$ cat src/rtl/fifo_sched_pkg.sv
// Shared types and helpers for the FIFO round-robin output scheduler.
// Lock state enum, round-robin pick and one-hot decode.
package fifo_sched_pkg;

  localparam int MAX_IN = 8;
  localparam int MAX_IW = 3;

  typedef enum logic {
    UNLOCKED = 1'b0,
    LOCKED   = 1'b1
  } lock_e;

  typedef struct packed {
    logic              found;
    logic [MAX_IW-1:0] idx;
  } pick_t;

  function automatic logic [MAX_IW-1:0] onehot_to_idx(
    input logic [MAX_IN-1:0] oh
  );
    logic [MAX_IW-1:0] r;
    r = '0;
    for (int i = 0; i < MAX_IN; i++)
      if (oh[i]) r = r | MAX_IW'(i);
    return r;
  endfunction

  // Search starts at ptr+1 and wraps modulo n; scanning from the
  // far end lets the nearest requester overwrite earlier hits.
  function automatic pick_t rr_pick(
    input logic [MAX_IN-1:0] req,
    input logic [MAX_IW-1:0] ptr,
    input int                n
  );
    pick_t p;
    int    k;
    p = '0;
    k = 0;
    for (int off = MAX_IN; off >= 1; off--) begin
      if (off <= n) begin
        k = (int'(ptr) + off) % n;
        if (req[k[MAX_IW-1:0]]) begin
          p.found = 1'b1;
          p.idx   = MAX_IW'(k);
        end
      end
    end
    return p;
  endfunction

endpackage

$ cat src/rtl/rr_arbiter.sv
// Combinational round-robin arbiter.
// req_i/ptr_i in, one-hot gnt_o plus valid_o out.
module rr_arbiter
  import fifo_sched_pkg::*;
#(
  parameter int NUM_IN = 4,
  parameter int IDX_W  = 2
) (
  input  logic [NUM_IN-1:0] req_i,
  input  logic [IDX_W-1:0]  ptr_i,
  output logic [NUM_IN-1:0] gnt_o,
  output logic              valid_o
);

  pick_t p;

  always_comb begin
    p       = rr_pick(MAX_IN'(req_i), MAX_IW'(ptr_i), NUM_IN);
    gnt_o   = '0;
    valid_o = p.found;
    if (p.found) gnt_o[IDX_W'(p.idx)] = 1'b1;
  end

endmodule

$ cat src/rtl/fifo_rr_scheduler.sv
// Shares one credited link between NUM_IN scfifos (normal mode).
// Ports: fifo_empty/fifo_q in, fifo_rdreq out, credit_return in; out_* link.
module fifo_rr_scheduler
  import fifo_sched_pkg::*;
#(
  parameter int NUM_IN      = 4,
  parameter int DATA_W      = 32,
  parameter int TAIL_BIT    = 31,
  parameter int PACKET_MODE = 1,
  parameter int CREDITS     = 4,
  parameter int IDX_W       = $clog2(NUM_IN),
  parameter int CRED_W      = $clog2(CREDITS + 1)
) (
  input  logic                     clock,
  input  logic                     aclr_n,
  input  logic [NUM_IN-1:0]        fifo_empty,
  input  logic [NUM_IN*DATA_W-1:0] fifo_q,
  output logic [NUM_IN-1:0]        fifo_rdreq,
  input  logic                     credit_return,
  output logic                     out_valid,
  output logic [DATA_W-1:0]        out_data,
  output logic [IDX_W-1:0]         out_src,
  output logic [CRED_W-1:0]        credits,
  output logic                     locked,
  output logic                     credit_err
);

  localparam logic [CRED_W-1:0] CRED_MAX = CRED_W'(CREDITS);

  lock_e               lock_q;
  logic [IDX_W-1:0]    rr_ptr_q;
  logic [IDX_W-1:0]    owner_q;
  logic [IDX_W-1:0]    pend_src_q;
  logic                rd_pend_q;
  logic                out_valid_q;
  logic [DATA_W-1:0]   out_data_q;
  logic [IDX_W-1:0]    out_src_q;
  logic [CRED_W-1:0]   credits_q;
  logic [CRED_W-1:0]   credits_d;
  logic                credit_err_q;

  logic [DATA_W-1:0]   ret_data;
  logic                ret_tail;
  logic                rr_mode;
  logic [NUM_IN-1:0]   arb_gnt;
  logic                arb_vld;
  logic [NUM_IN-1:0]   own_oh;
  logic [NUM_IN-1:0]   cand;
  logic                cand_vld;
  logic                issue;
  logic [IDX_W-1:0]    g;

  assign ret_data = fifo_q[pend_src_q*DATA_W +: DATA_W];
  assign ret_tail = rd_pend_q & ret_data[TAIL_BIT];
  // A returning tail frees the grant in the same cycle.
  assign rr_mode  = (lock_q == UNLOCKED) | ret_tail;

  rr_arbiter #(
    .NUM_IN (NUM_IN),
    .IDX_W  (IDX_W)
  ) u_arb (
    .req_i   (~fifo_empty),
    .ptr_i   (rr_ptr_q),
    .gnt_o   (arb_gnt),
    .valid_o (arb_vld)
  );

  always_comb begin
    own_oh          = '0;
    own_oh[owner_q] = 1'b1;
    cand            = arb_gnt;
    cand_vld        = arb_vld;
    if (!rr_mode) begin
      cand     = own_oh & ~fifo_empty;
      cand_vld = ~fifo_empty[owner_q];
    end
  end

  assign issue      = aclr_n & cand_vld & (|credits_q);
  assign fifo_rdreq = issue ? cand : '0;
  assign g          = IDX_W'(onehot_to_idx(MAX_IN'(cand)));

  always_comb begin
    credits_d = credits_q;
    unique case ({issue, credit_return})
      2'b10: credits_d = credits_q - 1'b1;
      2'b01: if (credits_q != CRED_MAX)
               credits_d = credits_q + 1'b1;
      default: credits_d = credits_q;
    endcase
  end

  always_ff @(posedge clock or negedge aclr_n) begin
    if (!aclr_n) begin
      lock_q       <= UNLOCKED;
      rr_ptr_q     <= IDX_W'(NUM_IN - 1);
      owner_q      <= '0;
      pend_src_q   <= '0;
      rd_pend_q    <= 1'b0;
      out_valid_q  <= 1'b0;
      out_data_q   <= '0;
      out_src_q    <= '0;
      credits_q    <= CRED_MAX;
      credit_err_q <= 1'b0;
    end else begin
      rd_pend_q   <= issue;
      out_valid_q <= rd_pend_q;
      credits_q   <= credits_d;
      if (issue) begin
        pend_src_q <= g;
        rr_ptr_q   <= g;
        owner_q    <= g;
      end
      if (rd_pend_q) begin
        out_data_q <= ret_data;
        out_src_q  <= pend_src_q;
      end
      if (PACKET_MODE != 0) begin
        if (issue)         lock_q <= LOCKED;
        else if (ret_tail) lock_q <= UNLOCKED;
      end
      if (credit_return && credits_q == CRED_MAX)
        credit_err_q <= 1'b1;
    end
  end

  assign out_valid  = out_valid_q;
  assign out_data   = out_data_q;
  assign out_src    = out_src_q;
  assign credits    = credits_q;
  assign locked     = (lock_q == LOCKED);
  assign credit_err = credit_err_q;

endmodule

$ cat config.mk
export PLATFORM = sky130hd
export DESIGN_NAME = fifo_rr_scheduler
export DESIGN_NICKNAME = d
export VERILOG_FILES = /design/src/rtl/fifo_sched_pkg.sv /design/src/rtl/rr_arbiter.sv /design/src/rtl/fifo_rr_scheduler.sv
export SDC_FILE = /design/constraint.sdc
export NUM_CORES = 1
export LEC_CHECK = 0
export BUFFER_PORTS_ARGS = -buffer_cell sky130_fd_sc_hd__buf_2
export CAP_MARGIN = 15
export CELL_PAD_IN_SITES_DETAIL_PLACEMENT = 1
export CELL_PAD_IN_SITES_GLOBAL_PLACEMENT = 2
export CORE_ASPECT_RATIO = 0.5
export CORE_UTILIZATION = 27
export CTS_CLUSTER_SIZE = 40
export DETAILED_ROUTE_END_ITERATION = 8
export PLACE_DENSITY = 0.93
export SLEW_MARGIN = 20
export SYNTH_ARGS = -nofsm -noshare
export SYNTH_HDL_FRONTEND = slang
export SYNTH_HIERARCHICAL = 1
export SYNTH_SLANG_ARGS = --single-unit
$ cat constraint.sdc
create_clock -name clock -period 4.7 [get_ports clock]
set_input_delay 0.705 -clock clock [delete_from_list [all_inputs] [get_ports clock]]
set_output_delay 0.705 -clock clock [all_outputs]
set_load 0.005 [all_outputs]
== After elaboration in Yosys (flattened, before gate mapping) ==
Cells that the tools add are included.
Cells by class
  add/subtract/negate cells: 6
  magnitude comparators: 8
  equal/unequal tests: 5
  shifts and indexed selects: 1
  muxes and demuxes: 29
  bitwise logic cells: 12
  reductions and logical operators: 11
Operator list (count)
  $shiftx 128x8->32: 1
  $mux 4: 7
  $lt 3x4->1 const B: 4
  $bmux 1 s3: 4
  $mux 1: 11
  $reduce_or 2->1: 4
  $lt 2x3->1 const B: 2
  $pmux 3 s2: 1
  $add 2x1->2 const B: 2
  $add 2x2->2 const B: 2
  $and 1x1->1 const A: 4
  $and 4x4->4: 1
  $demux 1 s2: 2
  $ge 2x1->1 const B: 2
  $mux 2: 2
  $not 4->4: 1
  $reduce_bool 2->1: 2
  $add 3x1->3 const B: 1
  $and 1x1->1: 3
  $eq 3x3->1 const B: 1
  $logic_and 1x1->1: 3
  $mux 3: 1
  $ne 3x3->1 const B: 1
  $reduce_or 3->1: 1
  other kinds (8): 9
Storage, ports and cells
  bits in registers: 45
  bits of input ports: 135
  output and inout bits: 44

== Depth between registers and ports, before layout ==
Gate-level depths: netlist (run 1).
  word-level depth: 18
  depth in mapped cells: 10

== Modules after synthesis ==
Netlist (run 1), hierarchy kept.
Modules (own cells, without submodules)
  fifo_rr_scheduler: instances 1, cells an instance 194, area an instance 2725.1 um^2
  rr_arbiter: instances 1, cells an instance 21, area an instance 117.6 um^2

== Worst setup path after synthesis (run 1) ==
No wires, ideal clock.
  kind: in2reg
  from: in fifo_empty[3]
  to: reg credits_q[1], in the netlist credits[1]
  setup time: 0.137 ns
  data arrival time: 2.746 ns
  setup slack: 1.817 ns
  stages on the path: 8
  path through: mux4_2 > or3b_1 > mux2_2 > clkbuf_1 > nand2_1 > fa_1 > o221ai_1 > o21ai_0
On the way
  elaborated cells between the ends (all ways): 25
  classes of those cells: 3 x eq/ne; 16 x mux; 4 x bitwise; 2 x reduce/logical
RTL lines
  from (decl): RTL line fifo_rr_scheduler.sv:16  | input logic [NUM_IN-1:0] fifo_empty,
  $not 4->4: RTL line fifo_rr_scheduler.sv:62  | .req_i (~fifo_empty),
  $bmux 1 s3: RTL line fifo_sched_pkg.sv:42  | if (req[k[MAX_IW-1:0]]) begin
  $mux 1 (not written as such): RTL line fifo_sched_pkg.sv:42
  $mux 4 (4 in a row): RTL line fifo_sched_pkg.sv:42
  $mux 1 *: RTL line fifo_rr_scheduler.sv:73  | if (!rr_mode) begin
  $and 1x1->1 * (2 in a row): RTL line fifo_rr_scheduler.sv:79  | assign issue = aclr_n & cand_vld & (|credits_q);
  $eq 2x1->1 or $eq 2x2->1 (tied branches): RTL line fifo_rr_scheduler.sv:85  | unique case ({issue, credit_return})
  $pmux 3 s2 *: RTL line fifo_rr_scheduler.sv:85
  via credits_d[1]: RTL line fifo_rr_scheduler.sv:39  | logic [CRED_W-1:0] credits_d;
  to (signal assigned): RTL line fifo_rr_scheduler.sv:108  | credits_q <= credits_d;
  to (decl): RTL line fifo_rr_scheduler.sv:38  | logic [CRED_W-1:0] credits_q;
Mark *: on every way through the listed nets, which the timed path passes. The rest lies on a longest branch. The select of a mux whose other input is x is not followed.
A chain may end at the register's enable or synchronous reset.

== Worst setup path in the final report (run 1) ==
  from: reg pend_src_q[0]
  to: out fifo_rdreq[3]
On the way
  cells in the longest elaborated chain, start to end: 7
  elaborated cells between the ends (all ways): 17
  classes of those cells: 2 x order compare; 1 x shift; 7 x mux; 6 x bitwise; 1 x reduce/logical
Ends and longest elaborated chain
  from (decl): RTL line fifo_rr_scheduler.sv:33  | logic [IDX_W-1:0] pend_src_q;
  from (signal assigned): RTL line fifo_rr_scheduler.sv:110  | pend_src_q <= g;
  $shiftx 128x8->32 (tied with other cells): RTL line fifo_rr_scheduler.sv:53  | assign ret_data = fifo_q[pend_src_q*DATA_W +: DATA_W];
  $and 1x1->1 (tied with other cells): RTL line fifo_rr_scheduler.sv:54  | assign ret_tail = rd_pend_q & ret_data[TAIL_BIT];
  $or 1x1->1 (tied with other cells): RTL line fifo_rr_scheduler.sv:56  | assign rr_mode = (lock_q == UNLOCKED) | ret_tail;
  $mux 1 or $demux 1 s2 (tied branches)
  $and 1x1->1 or $and 4x4->4 (tied branches)
  $and 1x1->1 or $mux 4 (tied branches): RTL line fifo_rr_scheduler.sv:79, fifo_rr_scheduler.sv:73
  $mux 4 *: RTL line fifo_rr_scheduler.sv:80  | assign fifo_rdreq = issue ? cand : '0;
  to (decl): RTL line fifo_rr_scheduler.sv:18  | output logic [NUM_IN-1:0] fifo_rdreq,
Every way passes the cells marked *; elsewhere a longest branch is shown, timed or not. The select of a mux whose other input is x is not followed.

==> run metrics, run 1 <==
fin nets=523; Clk network pwr share=17.6%; Worst Max-Slew Pin Slew=0.690 ns; peak per-stage delay on the critical path=0.64 ns; TritonCTS clock tree=built; fraction of final layout cells with drive strength greater than 1=68.3%; share of the core filled with cells in the final layout=39.5%; buffers plus inverters on the worst setup path=2; worst hold path type=input pin to asynchronous set/reset pin; cell type of the slowest stage on the worst timing path=dfrtp_2; maximum count of clock buffers along a single path=2; total power per unit cell area=566 mW/mm^2; overall overflow remaining after global route=0; worst setup slack for register-to-register paths=1.19 ns; Port-buffer cells=178; Hold Vio Cnt, Final=0; Cell Chain, Critical Path=buf_4, nand2b_1, o221ai_2, mux2_2, nor2_1, buf_2; largest voltage drop on the vdd net=177 uV; part of the total power dissipated in sequential elements=33.8%; switching part of the total=34.4%; Mean Syn Cell Area=13.2 sq um; layout-stage area growth over the synthesis result=42.0%; clock transition time at the flip-flop clock pins of the worst setup and hold paths=0.06 ns; area share of the largest cell type after synthesis=37.0%; Seq/Total Area, Yosys=39.7%; FF+latch count, synth=45; global-route wire length before repair=13.8 mm; critical path fanouts, max=23; synthesized netlist net count=351; cells after synthesis=215; Site Rows=26; unrepaired setup endpoints after global routing=false; CP required=3.99 ns; total number of vias=2,490; capturing element of the worst setup path=fifo_rdreq[3]; number of distinct library cells after synthesis=38; final count of pins violating max slew=0; final routed DRC violation total=0; Setup Skew=0.00642 ns; Initial Utilization=27.8%; average wire length per cell after detail routing=16.6 microns; number of placed I/O pins=179; number of buffers inserted by hold repair at cts=0; total number of yosys warnings=6; result of the run=completed; final hold slack=0.219 ns; worst endpoint data arrival time=2.92 ns; PostCTS Resize Cnt=0; number of cells on the critical path=6; summed negative setup slack over all endpoints=0 ns; launch point of the worst path=pend_src_q[0]$_DFFE_PN0P_; highest clock rate=0.276 GHz; number of post-CTS setup repair buffers=0; dominant cells by area after synthesis=dfrtp_1, mux4_2, mux2_2; die outline height=74.6 microns; number of buffers created by CTS=5; number of H-tree levels=2; setup ws final=1.08 ns; antenna violations before repair=0; Routed Wire Length=8.78 mm; routability congestion estimate=0.790; RR Startpoint=pend_src_q[0]$_DFFE_PN0P_; total net switching power=786 uW; diodes inserted=0; clock tree root driver cell=clkbuf_16; Setup Viol. Count Final=0; MaxCap Viol Count=0; DPL Wire Length=7.14 mm; via count of the first global-routing pass=2,566; drt first pass iters=4; most area-hungry cell type in the Yosys netlist=dfrtp_1; pre-CTS worst setup slack=1.16 ns; Starting DRT DRC Count=63; Die Span X=147 microns; reported leakage power=0.00186 uW; max_slew headroom=54.0%; largest delay contributor family on the critical path=flip-flops; pin count of the biggest net entering global routing=44; Die ar.=0.0110 sq mm; startpoint type of the worst setup path=register; average vias per placed instance=4.72; Clk Latency, worst-skew pair=0.28 ns; GRT Resource Usage Total=16.4%; Final period util=77.1%; Crit Path Class=register to output pin; fill count=1,172; cell-internal power=1500 uW; Core ar.=0.0102 sq mm; Reg2Reg Capture Point=credits[2]$_DFFE_PN1P_; post-detailed-route count of antenna-violating nets=0; Logic pwr share=48.6%; minimum clock period=3.62 ns; non-filler cells in the finished layout=528; depth of the worst register-to-register path=8; summed instance area of the synthesized netlist=0.00284 sq mm; Sinks on Clock Net=45; critical path endpoint category=output pin; placed instance count=520
-- power by group through the flow --
stage | Sequential [uW] | Clock [uW] | Combinational [uW]
floorplan | 721 | 0 | 783
finish | 772 | 403 | 1110
CTS | 778 | 418 | 1130
global route | 816 | 436 | 1220
global placement | 775 | 0 | 1100
detailed placement | 784 | 0 | 1130
-- cell families after synthesis --
logic type                 after synthesis  share of synthesized area (%)
adders and majority gates                1                          0.704
xor gates and xnor gates                 1                          0.308
and+or+nand+nor                         37                           6.73
AOI/OAI and AO/OA                       32                           7.75
DFF                                     45                           39.7
buffers and inverters                   28                           4.18
muxes                                   71                           40.6
-- registers in the layout, summed over array words and instances, names as in the netlist --
name        count
pend_src_q      2
out_data       32
credits         3
locked          1
credit_err      1
out_valid       1
rd_pend_q       1
out_src         2
rr_ptr_q        2
-- Yosys cell counts --
| master | instances |
|---|---|
| dfrtp_1 | 42 |
| mux2_2 | 34 |
| mux4_2 | 32 |
| a21oi_1 | 11 |
| inv_1 | 10 |
| nor2_1 | 10 |
| clkbuf_1 | 9 |
| nand2_1 | 9 |
| nand2b_1 | 7 |
| o21ai_0 | 6 |
| buf_2 | 5 |
| mux2i_1 | 5 |
| dfstp_2 | 3 |
| nor4b_1 | 3 |
| o221ai_1 | 3 |
| buf_1 | 2 |
| nand3_1 | 2 |
| nor3_1 | 2 |
| a211oi_1 | 1 |
| a211oi_2 | 1 |
| a21o_1 | 1 |
| a21o_2 | 1 |
| a22oi_1 | 1 |
| a31o_2 | 1 |
| buf_6 | 1 |
| clkinv_1 | 1 |
| fa_1 | 1 |
| nand3b_1 | 1 |
| nor4_1 | 1 |
| o21a_1 | 1 |
| o221a_2 | 1 |
| o221ai_2 | 1 |
| o22ai_1 | 1 |
| o2bb2ai_1 | 1 |
| o31ai_1 | 1 |
| or3b_1 | 1 |
| or4_1 | 1 |
| xnor2_1 | 1 |
-- per-stage QoR --
step	total power [uW]	cell area (sq um)
finish	2280	4040
global route	2470	4040
CTS	2330	4040
detailed placement	1910	3860
global placement	1870	3860
floorplan	1500	2840
-- worst min-delay path by stage --
stage / to / slack, ns / startpoint / cells after the start
final: credit_err$_DFFE_PN0P_ / 0.22 / aclr_n / 1
after global routing: credit_err$_DFFE_PN0P_ / 0.22 / aclr_n / 1
after CTS: credit_err$_DFFE_PN0P_ / 0.22 / aclr_n / 1
after detailed placement: credit_err$_DFFE_PN0P_ / 0.45 / credit_err$_DFFE_PN0P_ / 1
after global placement: credit_err$_DFFE_PN0P_ / 0.45 / credit_err$_DFFE_PN0P_ / 1
after floorplan: out_valid$_DFF_PN0_ / 0.35 / rd_pend_q$_DFF_PN0_ / 0
-- final cells by class --
type | instances | area (sq um) | share of cell area (%)
Clock inverter | 1 | 30.0 | 0.744
Timing Repair Buffer | 182 | 921 | 22.8
Tap cell | 140 | 175 | 4.34
Clock buffer | 7 | 143 | 3.53
Inverter | 11 | 41.3 | 1.02
Multi-Input combinational cell | 142 | 1590 | 39.5
Sequential cell | 45 | 1130 | 28.1
-- routing by layer --
layer | part of all wire [%] | track usage [%] | vias to the layer above
met5 | 0 | 0 | -
met2 | 53 | 29.1 | 42
met1 | 43 | 21.1 | 1267
met3 | 3.2 | 3.01 | 9
met4 | 1.1 | 4.24 | 0
li1 | - | - | 1172
-- layout by cell type, fill, tap and decap left out, types with 2 or more instances in the layout --
cell type / count
mux2i_1: 5
dfstp_2: 3
dfrtp_2: 2
nor4b_1: 3
mux2_2: 34
nand2_1: 9
buf_4: 4
nor3_1: 2
o21ai_0: 6
nor2_1: 10
nand3_1: 2
inv_1: 10
dfrtp_1: 40
buf_2: 178
clkbuf_16: 5
o221ai_1: 3
a21oi_1: 11
mux4_2: 32
nand2b_1: 7
Power figures use the tool's default switching activity.
==> run 2, diff against run 1 <==
- CORE_UTILIZATION: 27 -> 25
- PLACE_DENSITY: 0.93 -> 0.88
- clock period: 4.7 -> 3.7 ns (I/O delays scaled with it)
==> run metrics, run 2 (synthesized netlist as in run 1, its figures left out) <==
Final period util=81.9%; result of the run=complete, but fails checks (was completed); clock tree root driver cell=clkbuf_16 (unchanged); reported leakage power=0.00186 uW (about the same); number of post-CTS setup repair buffers=0 (unchanged); cell type of the slowest stage on the worst timing path=dfrtp_2 (unchanged); Cell Chain, Critical Path=mux4_2, or3b_1, mux2_2, nor2_1, buf_2 (was buf_4, nand2b_1, o221ai_2, mux2_2, nor2_1, buf_2); overall overflow remaining after global route=0 (unchanged); PostCTS Resize Cnt=0 (unchanged); fraction of final layout cells with drive strength greater than 1=68.7% (was 68.3%); CP required=3.14 ns (was 3.99 ns); maximum count of clock buffers along a single path=2 (unchanged); DPL Wire Length=7.13 mm (was 7.14 mm); max_slew headroom=59.4% (was 54.0%); startpoint type of the worst setup path=register (unchanged); routability congestion estimate=0.781 (was 0.790); final hold slack=0.396 ns (was 0.219 ns); final count of pins violating max slew=0 (unchanged); number of placed I/O pins=179 (unchanged); fin nets=525 (was 523); Die ar.=0.0118 sq mm (was 0.0110 sq mm); number of buffers inserted by hold repair at cts=0 (unchanged); total power per unit cell area=722 mW/mm^2 (was 566 mW/mm^2); unrepaired setup endpoints after global routing=false (unchanged); MaxCap Viol Count=0 (unchanged); multi-input logic area=0.00159 sq mm (unchanged); Clk Latency, worst-skew pair=0.29 ns (was 0.28 ns); Hold Vio Cnt, Final=0 (unchanged); Setup Skew=0.0109 ns (was 0.00642 ns); global-route wire length before repair=14.4 mm (was 13.8 mm); Worst Max-Slew Pin Slew=0.608 ns (was 0.690 ns); highest clock rate=0.330 GHz; Crit Path Class=register to output pin (unchanged); antenna violations before repair=0 (unchanged); clock transition time at the flip-flop clock pins of the worst setup and hold paths=0.07 ns (was 0.06 ns); critical path fanouts, max=15 (was 23); commonest cells after routing, fill and taps aside=buf_2, dfrtp_1, mux2_2, mux4_2, a21oi_1 (unchanged); Core ar.=0.0110 sq mm (was 0.0102 sq mm); average wire length per cell after detail routing=16.5 microns (was 16.6 microns); peak per-stage delay on the critical path=0.62 ns (was 0.64 ns); GRT Resource Usage Total=15.5% (was 16.4%); Site Rows=27 (was 26); most frequent standard cell in the layout excluding fill and tap cells=buf_2 (unchanged); Starting DRT DRC Count=106 (was 63); worst endpoint data arrival time=2.48 ns (was 2.92 ns); worst hold path type=input pin to asynchronous set/reset pin (unchanged); number of buffers created by CTS=5 (unchanged); Sinks on Clock Net=45 (unchanged); Setup Viol. Count Final=0 (unchanged); via count of the first global-routing pass=2,758 (was 2,566); Initial Utilization=25.7% (was 27.8%); average vias per placed instance=4.71 (was 4.72); area taken by flip-flops and latches=0.00113 sq mm (unchanged); largest voltage drop on the vdd net=262 uV (was 177 uV); Port-buffer cells=178 (unchanged); drt first pass iters=6 (was 4); diodes inserted=0 (unchanged); fill count=1,261 (was 1,172); number of H-tree levels=2 (unchanged); TritonCTS clock tree=built (unchanged); layout-stage area growth over the synthesis result=42.7% (was 42.0%); pin count of the biggest net entering global routing=46 (was 44); Routed Wire Length=8.82 mm (was 8.78 mm); Die Span X=153 microns (was 147 microns); critical path endpoint category=output pin (unchanged); total number of vias=2,518 (was 2,490); final routed DRC violation total=8 (was 0); failing checks=DRC; post-detailed-route count of antenna-violating nets=0 (unchanged); number of flip-flops in the largest register=32 (unchanged); post-route total power=2930 uW (was 2280 uW); summed negative setup slack over all endpoints=0 ns (unchanged); minimum clock period=3.03 ns; die outline height=77.4 microns (was 74.6 microns)
-- run 2: cell count changes in the layout (fill, tap and decap cells not counted), sizes merged --
cell / before / now
buf: 182 / 184
clkbuf: 7 / 5
clkinv: 1 / 2
clkinvlp: 0 / 1
-- run 2: area by class of cell --
| type | count | area share (%) |
|---|---|---|
| multi-input cells | 142 | 39.3 |
| flip-flops and latches | 45 | 27.9 |
| repair buffers | 184 | 23.1 |
| well taps | 145 | 4.47 |
| clock buffers | 5 | 3.08 |
| clock inverters | 3 | 1.14 |
| inverters | 11 | 1.02 |
-- run 2: final timing paths --
| check | start | to | slack (ns) | depth (start not counted) |
|---|---|---|---|---|
| min in group clock | credit_err$_DFFE_PN0P_ | credit_err$_DFFE_PN0P_ | 0.47 | 1 |
| worst max-delay path | pend_src_q[0]$_DFFE_PN0P_ | fifo_rdreq[3] | 0.67 | 5 |
| worst min-delay path | aclr_n | pend_src_q[1]$_DFFE_PN0P_ | 0.40 | 2 |
| worst max register to register | pend_src_q[0]$_DFFE_PN0P_ | credits[1]$_DFFE_PN0P_ | 0.82 | 7 |
| max in group asynchronous | aclr_n | pend_src_q[0]$_DFFE_PN0P_ | 2.87 | 2 |
| worst min register to register | credit_err$_DFFE_PN0P_ | credit_err$_DFFE_PN0P_ | 0.47 | 1 |
-- run 2: metal layers --
metal	GRT usage, %	wire (microns)	vias up
li1	-	-	1171
met1	18.4	3670	1286
met2	28.6	4680	51
met3	2.96	348	10
met4	4.44	124	0
met5	0	0	-
-- run 2: power by group --
group          leakage [uW]  switching (uW)  internal (uW)  total (uW)
clock network     0.0000800             195            320         514
logic               0.00126             640            830        1470
registers          0.000525             190            752         943
-- run 2: critical path, delay by kind of cell (launching register included) --
kind | cells | cell delay (ns)
muxes | 2 | 0.93
buffers and inverters | 1 | 0.13
DFF | 1 | 0.62
and+or+nand+nor | 2 | 0.50
-- run 2: through the flow --
stage          setup WS, ns  cells  area, sq um  utilization (%)
2_1_floorplan         0.967    215         2840                -
3_3_place_gp          0.868    527         3880             35.2
3_5_place_dp          0.825    527         3880             35.2
4_1_cts               0.632    535         4060             36.7
5_1_grt               0.533    535         4060             36.7
6_report              0.670    535         4060             36.7
